File: src/rtl/uart_baud_gen_frac.sv
// Fractional-N UART tick generator: oversample strobe, baud strobe, baud-rate square wave.
// Define UART_BAUD_FRAC_EN to build the fractional accumulator; otherwise periods are integer only.
module uart_baud_gen_frac #(
  parameter int P_SYS_CLK      = 100_000_000,
  parameter int P_DEFAULT_BAUD = 115200,
  parameter int P_OVERSAMPLE   = 16,
  parameter int P_DIV_W        = 16,
  parameter int P_FRAC_W       = 4
) (
  input  logic                clock,
  input  logic                reset,
  input  logic                i_en,
  input  logic [P_DIV_W-1:0]  i_div_int,
  input  logic [P_FRAC_W-1:0] i_div_frac,
  input  logic                i_div_load,
  output logic                o_os_tick,
  output logic                o_baud_tick,
  output logic                o_u_clk,
  output logic                o_load_pend
);
  localparam int OS_W = $clog2(P_OVERSAMPLE);
  localparam logic [63:0] DEF =
    (64'(P_SYS_CLK) << P_FRAC_W) / (64'(P_DEFAULT_BAUD) * 64'(P_OVERSAMPLE));
  localparam logic [P_DIV_W-1:0] DEF_INT = DEF[P_FRAC_W +: P_DIV_W];
  localparam logic [OS_W-1:0] OS_LAST = OS_W'(P_OVERSAMPLE - 1);
  localparam logic [OS_W-1:0] OS_HALF = OS_W'(P_OVERSAMPLE / 2);
  localparam logic [P_DIV_W:0] CNT_ONE = (P_DIV_W + 1)'(1);

  logic               run, tick, baud, u_clk, pend;
  logic [P_DIV_W:0]   cnt;
  logic [OS_W-1:0]    os_cnt;
  logic [P_DIV_W-1:0] act_int, sh_int;
  logic               start, apply, carry, tick_nxt;
  logic [P_DIV_W-1:0] nxt_int;
  logic [P_DIV_W:0]   len;
  logic [OS_W-1:0]    os_nxt;

  // A terminal cycle (tick high) also launches the next period; a load captured on it waits one more period.
  assign start    = i_en && (!run || tick);
  assign apply    = pend && !i_div_load && (!i_en || tick);
  assign nxt_int  = apply ? sh_int : act_int;
  assign len      = {1'b0, nxt_int} + {{P_DIV_W{1'b0}}, carry};
  assign tick_nxt = i_en && !start && (cnt == CNT_ONE);

  always_comb begin
    os_nxt = os_cnt;
    if (!i_en || apply) os_nxt = '0;
    else if (tick_nxt)  os_nxt = os_cnt + 1'b1;
  end

`ifdef UART_BAUD_FRAC_EN
  localparam logic [P_FRAC_W-1:0] DEF_FRAC = DEF[P_FRAC_W-1:0];
  logic [P_FRAC_W-1:0] act_frac, sh_frac, acc, acc_base, frac_add, acc_nxt;

  // Switching divisors restarts the accumulator from zero with the new fraction.
  assign acc_base = apply ? '0 : acc;
  assign frac_add = apply ? sh_frac : act_frac;
  assign {carry, acc_nxt} = {1'b0, acc_base} + {1'b0, frac_add};

  always_ff @(posedge clock or posedge reset) begin
    if (reset) begin
      act_frac <= DEF_FRAC;
      sh_frac  <= '0;
      acc      <= '0;
    end else begin
      if (i_div_load) sh_frac <= i_div_frac;
      if (apply)      act_frac <= sh_frac;
      if (!i_en)      acc <= '0;
      else if (start) acc <= acc_nxt;
    end
  end
`else
  logic unused_frac;
  assign carry       = 1'b0;
  assign unused_frac = ^i_div_frac;
`endif

  always_ff @(posedge clock or posedge reset) begin
    if (reset) begin
      run     <= 1'b0;
      tick    <= 1'b0;
      baud    <= 1'b0;
      u_clk   <= 1'b0;
      pend    <= 1'b0;
      cnt     <= '0;
      os_cnt  <= '0;
      act_int <= DEF_INT;
      sh_int  <= DEF_INT;
    end else begin
      run <= i_en;
      if (i_div_load)
        sh_int <= (i_div_int < P_DIV_W'(2)) ? P_DIV_W'(2) : i_div_int;
      if (apply) begin
        act_int <= sh_int;
        pend    <= 1'b0;
      end else if (i_div_load) begin
        pend <= 1'b1;
      end
      if (!i_en)            cnt <= '0;
      else if (start)       cnt <= len - CNT_ONE;
      else if (cnt != '0)   cnt <= cnt - CNT_ONE;
      os_cnt <= os_nxt;
      tick   <= tick_nxt;
      baud   <= tick_nxt && (os_cnt == OS_LAST);
      u_clk  <= i_en && (os_nxt < OS_HALF);
    end
  end

  assign o_os_tick   = tick && i_en;
  assign o_baud_tick = baud && i_en;
  assign o_u_clk     = u_clk && i_en;
  assign o_load_pend = pend;

endmodule

File: config.mk
export PLATFORM = sky130hd
export DESIGN_NAME = uart_baud_gen_frac
export DESIGN_NICKNAME = d
export VERILOG_FILES = /design/src/rtl/uart_baud_gen_frac.sv
export SDC_FILE = /design/constraint.sdc
export NUM_CORES = 1
export LEC_CHECK = 0
export ABC_AREA = 1
export BUFFER_PORTS_ARGS = -buffer_cell sky130_fd_sc_hd__clkbuf_2
export CELL_PAD_IN_SITES_DETAIL_PLACEMENT = 1
export CELL_PAD_IN_SITES_GLOBAL_PLACEMENT = 2
export CORE_ASPECT_RATIO = 0.9
export CORE_UTILIZATION = 37
export CTS_CLUSTER_SIZE = 30
export DETAILED_ROUTE_END_ITERATION = 6
export PLACE_DENSITY_LB_ADDON = 0.1
export SLEW_MARGIN = 20
export SYNTH_ARGS = -nofsm -noshare
export SYNTH_HDL_FRONTEND = slang
export SYNTH_SLANG_ARGS = --single-unit
File: constraint.sdc
create_clock -name clock -period 4.1 [get_ports clock]
set_clock_uncertainty 0.2 [all_clocks]
set_input_delay 1.025 -clock clock [delete_from_list [all_inputs] [get_ports clock]]
set_output_delay 1.025 -clock clock [all_outputs]
set_load 0.1 [all_outputs]
==> impl_metrics.prom, run 1 <==
# TYPE chip_impl_metric gauge
chip_impl_info{name="run_status",value="finished clean"} 1
chip_impl_metric{name="setup_fix_bufs_post_cts",unit=""} 0
chip_impl_metric{name="grt_max_degree",unit=""} 59
chip_impl_metric{name="finalWorstSetupSlack",unit="ns"} 1.062
chip_impl_metric{name="num-nets-final",unit=""} 510
chip_impl_metric{name="n_antenna_cell",unit=""} 0
chip_impl_metric{name="grt_util_all_layers",unit=""} 0.2072
chip_impl_metric{name="first_pass_iters",unit=""} 4
chip_impl_metric{name="worstPathArrival",unit="ns"} 1.81
chip_impl_metric{name="setup_total_neg_slack",unit="ns"} 0
chip_impl_metric{name="initial_utilization",unit=""} 0.3840
chip_impl_metric{name="ctsHtreeMaxLevel",unit=""} 3
chip_impl_metric{name="slew-limit-headroom",unit=""} 0.4801
chip_impl_info{name="timing_worst_setup_path_type",value="input port to primary output"} 1
chip_impl_metric{name="initialDrtViolationCount",unit=""} 92
chip_impl_metric{name="cts.repair.resized",unit=""} 0
chip_impl_metric{name="power_density",unit="nW/um^2"} 436.2
chip_impl_info{name="clock_tree_from_tritoncts",value="built"} 1
chip_impl_metric{name="floorplan.die.width",unit="microns"} 101.6
chip_impl_metric{name="num_vias",unit=""} 2916
chip_impl_metric{name="die-area",unit="sq um"} 9317
chip_impl_metric{name="grt_pass1_vias",unit=""} 3046
chip_impl_info{name="hold_class",value="register to register"} 1
chip_impl_metric{name="core",unit="sq um"} 8608
chip_impl_metric{name="min_period_over_period",unit=""} 0.7410
chip_impl_metric{name="synth_largest_type_area_fraction",unit=""} 0.3785
chip_impl_metric{name="final_routed_wire_length_divided_by_cell_count",unit="microns"} 13.95
chip_impl_metric{name="netlist-cell-type-count",unit=""} 34
chip_impl_metric{name="viasPerCell",unit=""} 4.820
chip_impl_metric{name="overflow",unit=""} 0
chip_impl_metric{name="placementRows",unit=""} 32
chip_impl_metric{name="place.detailed.hpwl",unit="microns"} 6337
chip_impl_metric{name="async_reset_ff_frac",unit=""} 1.000
chip_impl_metric{name="number_of_routed_nets_with_antenna_violations",unit=""} 0
chip_impl_metric{name="flow.area_growth_from_synthesis",unit="%"} 12.38
chip_impl_metric{name="max-cap-violations",unit=""} 0
chip_impl_info{name="synth_top_flop_cell",value="dfrtp_1"} 1
chip_impl_metric{name="clk_path_buf_depth",unit=""} 2
chip_impl_metric{name="post_cts_hold_buffer_count",unit=""} 0
chip_impl_metric{name="number_of_enable_type_register_cells_in_the_synthesized_netlist",unit=""} 0
chip_impl_metric{name="dp_worst_setup_slack",unit="ns"} 0.8137
chip_impl_metric{name="grt_pass1_wl",unit="microns"} 14720
chip_impl_metric{name="layout-drive-gt1-share",unit=""} 0.1502
chip_impl_metric{name="tritoncts.num_buffers",unit=""} 9
chip_impl_metric{name="routed_wl",unit="microns"} 8442
chip_impl_metric{name="worst-slew-pin-transition",unit="ns"} 0.7798
chip_impl_metric{name="fillerInstances",unit=""} 1122
chip_impl_info{name="rsz0062_at_grt",value="false"} 1
chip_impl_metric{name="synth_fp_nets",unit=""} 484
chip_impl_info{name="critical_path.endpoint_type",value="primary output"} 1
chip_impl_metric{name="floorplan.die.height",unit="microns"} 91.67
chip_impl_metric{name="syn_area_per_cell",unit="sq um"} 7.265
chip_impl_metric{name="critical_path_peak_fanout",unit=""} 8
chip_impl_metric{name="syn-cell-area",unit="sq um"} 3306
chip_impl_metric{name="synth-seq-area-share",unit=""} 0.4421
chip_impl_metric{name="postSynthRegisterBits",unit=""} 58
chip_impl_metric{name="gpl.final_weighted_congestion",unit=""} 0.7623
chip_impl_metric{name="clkLatencyLatePin",unit="ns"} 0.34
chip_impl_metric{name="vdd_ir_drop_max",unit="uV"} 212.6
chip_impl_metric{name="port_buffers",unit=""} 23
chip_impl_metric{name="synthCells",unit=""} 455
chip_impl_info{name="ctsRootBufferMaster",value="clkbuf_8"} 1
chip_impl_info{name="critical_path.startpoint_type",value="input port"} 1
chip_impl_metric{name="route.detailed.drc",unit=""} 0
chip_impl_metric{name="cts.reportedPaths.clkPinSlew",unit="ns"} 0.07
chip_impl_metric{name="timing_max_transition_violations_final",unit=""} 0
chip_impl_metric{name="fmaxAchievable",unit="MHz"} 329.1
chip_impl_metric{name="finalHoldViolCount",unit=""} 0
chip_impl_info{name="yosys-top-cells-area",value="dfrtp_1 (38%), nand2_1 (13%), inv_1 (8.2%), dfstp_2 (6.4%), nand3_1 (6.1%)"} 1
chip_impl_metric{name="critPathRequiredTime",unit="ns"} 2.87
chip_impl_metric{name="setup_violations",unit=""} 0
chip_impl_metric{name="timing.final.crit_period",unit="ns"} 3.038
chip_impl_metric{name="number_of_antenna_violations_at_the_first_check_in_global_routing",unit=""} 0
chip_impl_metric{name="synth.yosys.warnings",unit=""} 0
chip_impl_metric{name="io_pins",unit=""} 28
chip_impl_metric{name="leakage",unit="nW"} 1.899
chip_impl_metric{name="number_of_sinks_handled_by_clock_tree_synthesis",unit=""} 58
chip_impl_info{name="synthDominantAreaCellType",value="dfrtp_1"} 1
through the flow:
step           std cells  power, mW  utilization  instance area [sq um]  hold slack (ns)
2_1_floorplan        455     0.9990            -                   3306           0.2438
3_3_place_gp         589      1.092       0.4090                   3521           0.2589
3_5_place_dp         589      1.107       0.4090                   3521           0.2687
4_1_cts              605      1.648       0.4315                   3715           0.2792
5_1_grt              605      1.740       0.4315                   3715           0.2874
6_report             605      1.620       0.4315                   3715           0.2712
per-layer routing:
metal  global-route usage  part of all wire
met3              0.05030             0.029
met5                    0                 0
met2               0.3378              0.47
met1               0.2762              0.50
met4              0.04710            0.0056
cells in the mapped netlist, types with 5 or more instances:
library cell,number
ha_1,5
dfstp_2,8
nand2_2,7
a21oi_1,17
nor2_1,45
dfrtp_1,50
o21ai_0,35
nor3_1,10
o21ai_1,5
nand3_1,40
inv_1,72
clkbuf_1,6
nand2_1,116
final timing paths:
kind	slack [ns]	startpoint	to	cells past startpoint
max reg2reg	1.64	tick$_DFF_PP0_	cnt[16]$_DFFE_PP0P_	12
min reg2reg	0.27	sh_int[5]$_DFFE_PP1P_	sh_int[5]$_DFFE_PP1P_	2
max in group asynchronous	2.49	reset	cnt[8]$_DFFE_PP0P_	3
min	0.27	sh_int[5]$_DFFE_PP1P_	sh_int[5]$_DFFE_PP1P_	2
max	1.06	i_en	o_os_tick	4
min in group asynchronous	0.67	reset	sh_int[13]$_DFFE_PP0P_	3
state kept, by name, indices dropped and copies added (netlist names):
signal	flops
baud	1
os_cnt	4
u_clk	1
sh_int	16
tick	1
o_load_pend	1
cnt	17
run	1
act_int	16
critical path, stage by stage:
cell      delay, ns
clkbuf_2       0.19
nand2_1        0.10
inv_1          0.06
clkbuf_2       0.44
cell usage in the layout, fill, tap and decap left out, types with 5 or more instances in the layout:
| cell type | count |
|---|---|
| nand2_1 | 116 |
| inv_1 | 71 |
| dfrtp_1 | 50 |
| nor2_1 | 45 |
| nand3_1 | 40 |
| o21ai_0 | 35 |
| clkbuf_2 | 23 |
| a21oi_1 | 17 |
| nor3_1 | 10 |
| clkbuf_8 | 9 |
| dfstp_2 | 8 |
| nand2_2 | 7 |
| o21ai_1 | 5 |
| ha_1 | 5 |
cell families (layout without fill, tap and decap cells):
logic type                 count (synthesis)  after routing  synth area share
and+or+nand+nor                          237            237            0.3160
buffers and inverters                     86            117            0.1079
AOI/OAI and AO/OA                         67             67            0.1098
DFF                                       58             58            0.4421
adders and majority gates                  5              5           0.01893
xor gates and xnor gates                   2              2          0.005300
layout make-up:
cell class | instances | area, sq um | share of cell area
clock buffers | 10 | 127.6 | 0.03435
clock inverters | 6 | 66.31 | 0.01785
inverters | 74 | 277.8 | 0.07477
multi-input cells | 311 | 1488 | 0.4005
flip-flops and latches | 58 | 1461 | 0.3934
well taps | 119 | 148.9 | 0.04008
repair buffers | 27 | 145.1 | 0.03907
where the power goes:
part	internal (mW)	switching [mW]
clock network	0.281	0.246
logic	0.127	0.278
registers	0.649	0.0398
(Power assumes the default switching activity.)
==> run 2: changes to the inputs <==
--- a/config.mk
+++ b/config.mk
@@ -10,7 +10,7 @@
 export CELL_PAD_IN_SITES_DETAIL_PLACEMENT = 1
 export CELL_PAD_IN_SITES_GLOBAL_PLACEMENT = 2
 export CORE_ASPECT_RATIO = 0.9
-export CORE_UTILIZATION = 37
+export CORE_UTILIZATION = 31
 export CTS_CLUSTER_SIZE = 30
 export DETAILED_ROUTE_END_ITERATION = 6
 export PLACE_DENSITY_LB_ADDON = 0.1
==> constraint.sdc (replaced) <==
create_clock -name clock -period 2.7 [get_ports clock]
set_clock_uncertainty 0.2 [all_clocks]
set_input_delay 0.675 -clock clock [delete_from_list [all_inputs] [get_ports clock]]
set_output_delay 0.675 -clock clock [all_outputs]
set_load 0.1 [all_outputs]
==> impl_metrics.prom, run 2 (same netlist as run 1, synthesis figures left out) <==
# TYPE chip_impl_metric gauge
chip_impl_info{name="run_status",value="finished clean"} 1
chip_impl_metric{name="layout-drive-gt1-share",unit=""} 0.1602
chip_impl_info{name="cpMostUsedCell",value="nand2_1"} 1
chip_impl_metric{name="grt_util_met2",unit=""} 0.3120
chip_impl_metric{name="initial_utilization",unit=""} 0.3212
chip_impl_metric{name="first_pass_iters",unit=""} 4
chip_impl_metric{name="final_routed_wire_length_divided_by_cell_count",unit="microns"} 14.49
chip_impl_metric{name="grt_pass1_vias",unit=""} 3255
chip_impl_metric{name="initialDrtViolationCount",unit=""} 105
chip_impl_metric{name="largest_stage_delay_worst_path",unit="ns"} 0.40
chip_impl_metric{name="power.combinational.fraction",unit=""} 0.221
chip_impl_info{name="ctsRootBufferMaster",value="clkbuf_16"} 1
chip_impl_info{name="regMostFlops",value="cnt"} 1
chip_impl_metric{name="num-nets-final",unit=""} 517
chip_impl_metric{name="port_buffers",unit=""} 23
chip_impl_metric{name="routed_wl",unit="microns"} 9013
chip_impl_metric{name="timing_max_transition_violations_final",unit=""} 0
chip_impl_metric{name="finalHoldViolCount",unit=""} 0
chip_impl_metric{name="placement.cell_area",unit="sq um"} 3632
chip_impl_info{name="critical_path.startpoint_type",value="register"} 1
chip_impl_metric{name="ctsHtreeMaxLevel",unit=""} 3
chip_impl_metric{name="finish.utilization",unit=""} 0.3836
chip_impl_info{name="crit_chain",value="inv_1 -> ha_1 -> nand2_1 -> nor2_1 -> nand2_1 -> nor2_1 -> nand2_1 -> o21ai_0 -> nand3_1 -> nand2_1 -> a21oi_1"} 1
chip_impl_metric{name="internal_power",unit="mW"} 2.032
chip_impl_info{name="cell_family_contributing_the_most_delay_on_the_critical_path",value="simple AND/OR/NAND/NOR gates"} 1
chip_impl_metric{name="slew-limit-headroom",unit=""} 0.6206
chip_impl_metric{name="overflow",unit=""} 0
chip_impl_metric{name="core",unit="sq um"} 10290
chip_impl_info{name="rsz0062_at_grt",value="false"} 1
chip_impl_metric{name="gpl.final_weighted_congestion",unit=""} 0.7555
chip_impl_metric{name="number_of_antenna_violations_at_the_first_check_in_global_routing",unit=""} 0
chip_impl_metric{name="n_antenna_cell",unit=""} 0
chip_impl_metric{name="total_switching_power",unit="mW"} 0.8826
chip_impl_metric{name="min_period_over_period",unit=""} 0.8318
chip_impl_metric{name="critical_path_peak_fanout",unit=""} 4
chip_impl_metric{name="timing.final.crit_period",unit="ns"} 2.246
chip_impl_metric{name="clockPowerShare",unit=""} 0.420
chip_impl_metric{name="setup_total_neg_slack",unit="ns"} 0
chip_impl_metric{name="fillerInstances",unit=""} 1293
chip_impl_metric{name="cts.reportedPaths.clkPinSlew",unit="ns"} 0.05
chip_impl_metric{name="place.detailed.hpwl",unit="microns"} 7020
chip_impl_metric{name="worst-slew-pin-transition",unit="ns"} 0.5640
chip_impl_metric{name="viasPerCell",unit=""} 4.772
chip_impl_metric{name="die-area",unit="sq um"} 11080
chip_impl_metric{name="cts.repair.resized",unit=""} 0
chip_impl_metric{name="seq_power_share",unit=""} 0.360
chip_impl_metric{name="leakage",unit="nW"} 2.012
chip_impl_metric{name="multi_input_area",unit="sq um"} 1488
chip_impl_info{name="crit_path_top_delay_cell",value="dfrtp_1"} 1
chip_impl_metric{name="finalWorstSetupSlack",unit="ns"} 0.4542
chip_impl_metric{name="grt_util_all_layers",unit=""} 0.1834
chip_impl_metric{name="finish.instance_area",unit="sq um"} 3948
chip_impl_metric{name="tritoncts.num_buffers",unit=""} 9
chip_impl_metric{name="post_cts_hold_buffer_count",unit=""} 0
chip_impl_info{name="critical_path.endpoint_type",value="register"} 1
chip_impl_metric{name="clkLatencyLatePin",unit="ns"} 0.32
chip_impl_metric{name="route.detailed.drc",unit=""} 0
chip_impl_info{name="clock_tree_from_tritoncts",value="built"} 1
chip_impl_metric{name="clk_path_buf_depth",unit=""} 2
chip_impl_info{name="timing_worst_setup_path_type",value="register to register"} 1
chip_impl_metric{name="critical_path_buf_inv_count",unit=""} 1
chip_impl_metric{name="num_vias",unit=""} 2968
chip_impl_info{name="hold_class",value="input port to async pin"} 1
chip_impl_metric{name="flow.area_growth_from_synthesis",unit="%"} 19.42
chip_impl_metric{name="grt_pass1_wl",unit="microns"} 15980
chip_impl_metric{name="setup_fix_bufs_post_cts",unit=""} 0
chip_impl_metric{name="grt_max_degree",unit=""} 30
chip_impl_metric{name="dp_worst_setup_slack",unit="ns"} 0.1226
chip_impl_metric{name="number_of_sinks_handled_by_clock_tree_synthesis",unit=""} 58
chip_impl_metric{name="ff_latch_area",unit="sq um"} 1463
chip_impl_metric{name="largest_register_ff_count",unit=""} 17
chip_impl_metric{name="met3_usage",unit=""} 0.03442
chip_impl_metric{name="fmaxAchievable",unit="MHz"} 445.3
chip_impl_metric{name="worstPathArrival",unit="ns"} 2.25
chip_impl_metric{name="gr-usage-met1",unit=""} 0.2404
chip_impl_info{name="final_common_cell",value="nand2_1"} 1
chip_impl_metric{name="io_pins",unit=""} 28
chip_impl_info{name="layout_top_registers",value="cnt (17), act_int (16), sh_int (16)"} 1
chip_impl_metric{name="switching_share",unit=""} 0.3029
chip_impl_metric{name="number_of_routed_nets_with_antenna_violations",unit=""} 0
chip_impl_metric{name="floorplan.die.width",unit="microns"} 110.9
chip_impl_metric{name="critPathRequiredTime",unit="ns"} 2.71
chip_impl_info{name="gr_peak_layer",value="met2"} 1
chip_impl_metric{name="power_density",unit="nW/um^2"} 738.2
chip_impl_metric{name="placementRows",unit=""} 35
chip_impl_metric{name="setup_violations",unit=""} 0
chip_impl_metric{name="max-cap-violations",unit=""} 0
chip_impl_metric{name="post-layout-total-power",unit="mW"} 2.914
chip_impl_metric{name="floorplan.die.height",unit="microns"} 99.97
chip_impl_info{name="most_used_cells_in_the_layout_excluding_fill_and_tap_cells",value="nand2_1 (116), inv_1 (71), dfrtp_1 (49), nor2_1 (45), nand3_1 (40)"} 1
chip_impl_metric{name="vdd_ir_drop_max",unit="uV"} 441.6
## run 2: changes by cell type in the layout (fill, tap and decap cells not counted), sizes merged
cell | before | now
buf | 4 | 14
clkinvlp | 3 | 0
bufinv | 1 | 2
inv | 74 | 73
## run 2: area by class of cell
cell class / count / area share
clock inverter: 3 / 0.01648
clock buffer: 13 / 0.06339
multi-input combinational: 311 / 0.3769
tap: 129 / 0.04089
timing repair buffer: 34 / 0.06149
inverter: 74 / 0.07036
sequential: 58 / 0.3705
## run 2: per-layer routing
layer,share of wire,routed length [microns],vias to the layer above
li1,-,-,1504
met1,0.49,4454,1435
met2,0.47,4261,20
met3,0.026,236,9
met4,0.0067,60,0
met5,0,0,-
## run 2: power by group through the flow
stage          Clock (mW)  Sequential, mW  Combinational (mW)
2_1_floorplan           0            1.05               0.465
5_1_grt              1.29            1.06               0.750
6_report             1.22            1.05               0.643
3_3_place_gp            0            1.06               0.632
4_1_cts              1.25            1.05               0.654
3_5_place_dp            0            1.06               0.651
## run 2: stage by stage
step	hold WS (ns)	instances
after floorplan	0.2438	455
after detailed placement	0.2620	606
after global routing	0.2255	622
after CTS	0.1894	622
after global placement	0.2575	606
final	0.1803	622
## run 2: worst paths after layout
| check | start | to | cells past startpoint | slack (ns) |
|---|---|---|---|---|
| setup reg to reg | cnt[0]$_DFFE_PP0P_ | cnt[12]$_DFFE_PP0P_ | 11 | 0.45 |
| hold / removal | reset | sh_int[10]$_DFFE_PP0P_ | 2 | 0.18 |
| setup / recovery | cnt[0]$_DFFE_PP0P_ | cnt[12]$_DFFE_PP0P_ | 11 | 0.45 |
| min in group clock | sh_int[5]$_DFFE_PP1P_ | sh_int[5]$_DFFE_PP1P_ | 2 | 0.27 |
| max in group asynchronous | reset | cnt[5]$_DFFE_PP0P_ | 3 | 1.57 |
| hold reg to reg | sh_int[5]$_DFFE_PP1P_ | sh_int[5]$_DFFE_PP1P_ | 2 | 0.27 |
## run 2: worst reg2reg max path, stage by stage, from the launching register on
cell and delay (ns):
dfrtp_1 0.40, inv_1 0.13, ha_1 0.24, nand2_1 0.13
nor2_1 0.20, nand2_1 0.11, nor2_1 0.20, nand2_1 0.11
o21ai_0 0.18, nand3_1 0.10, nand2_1 0.08, a21oi_1 0.04
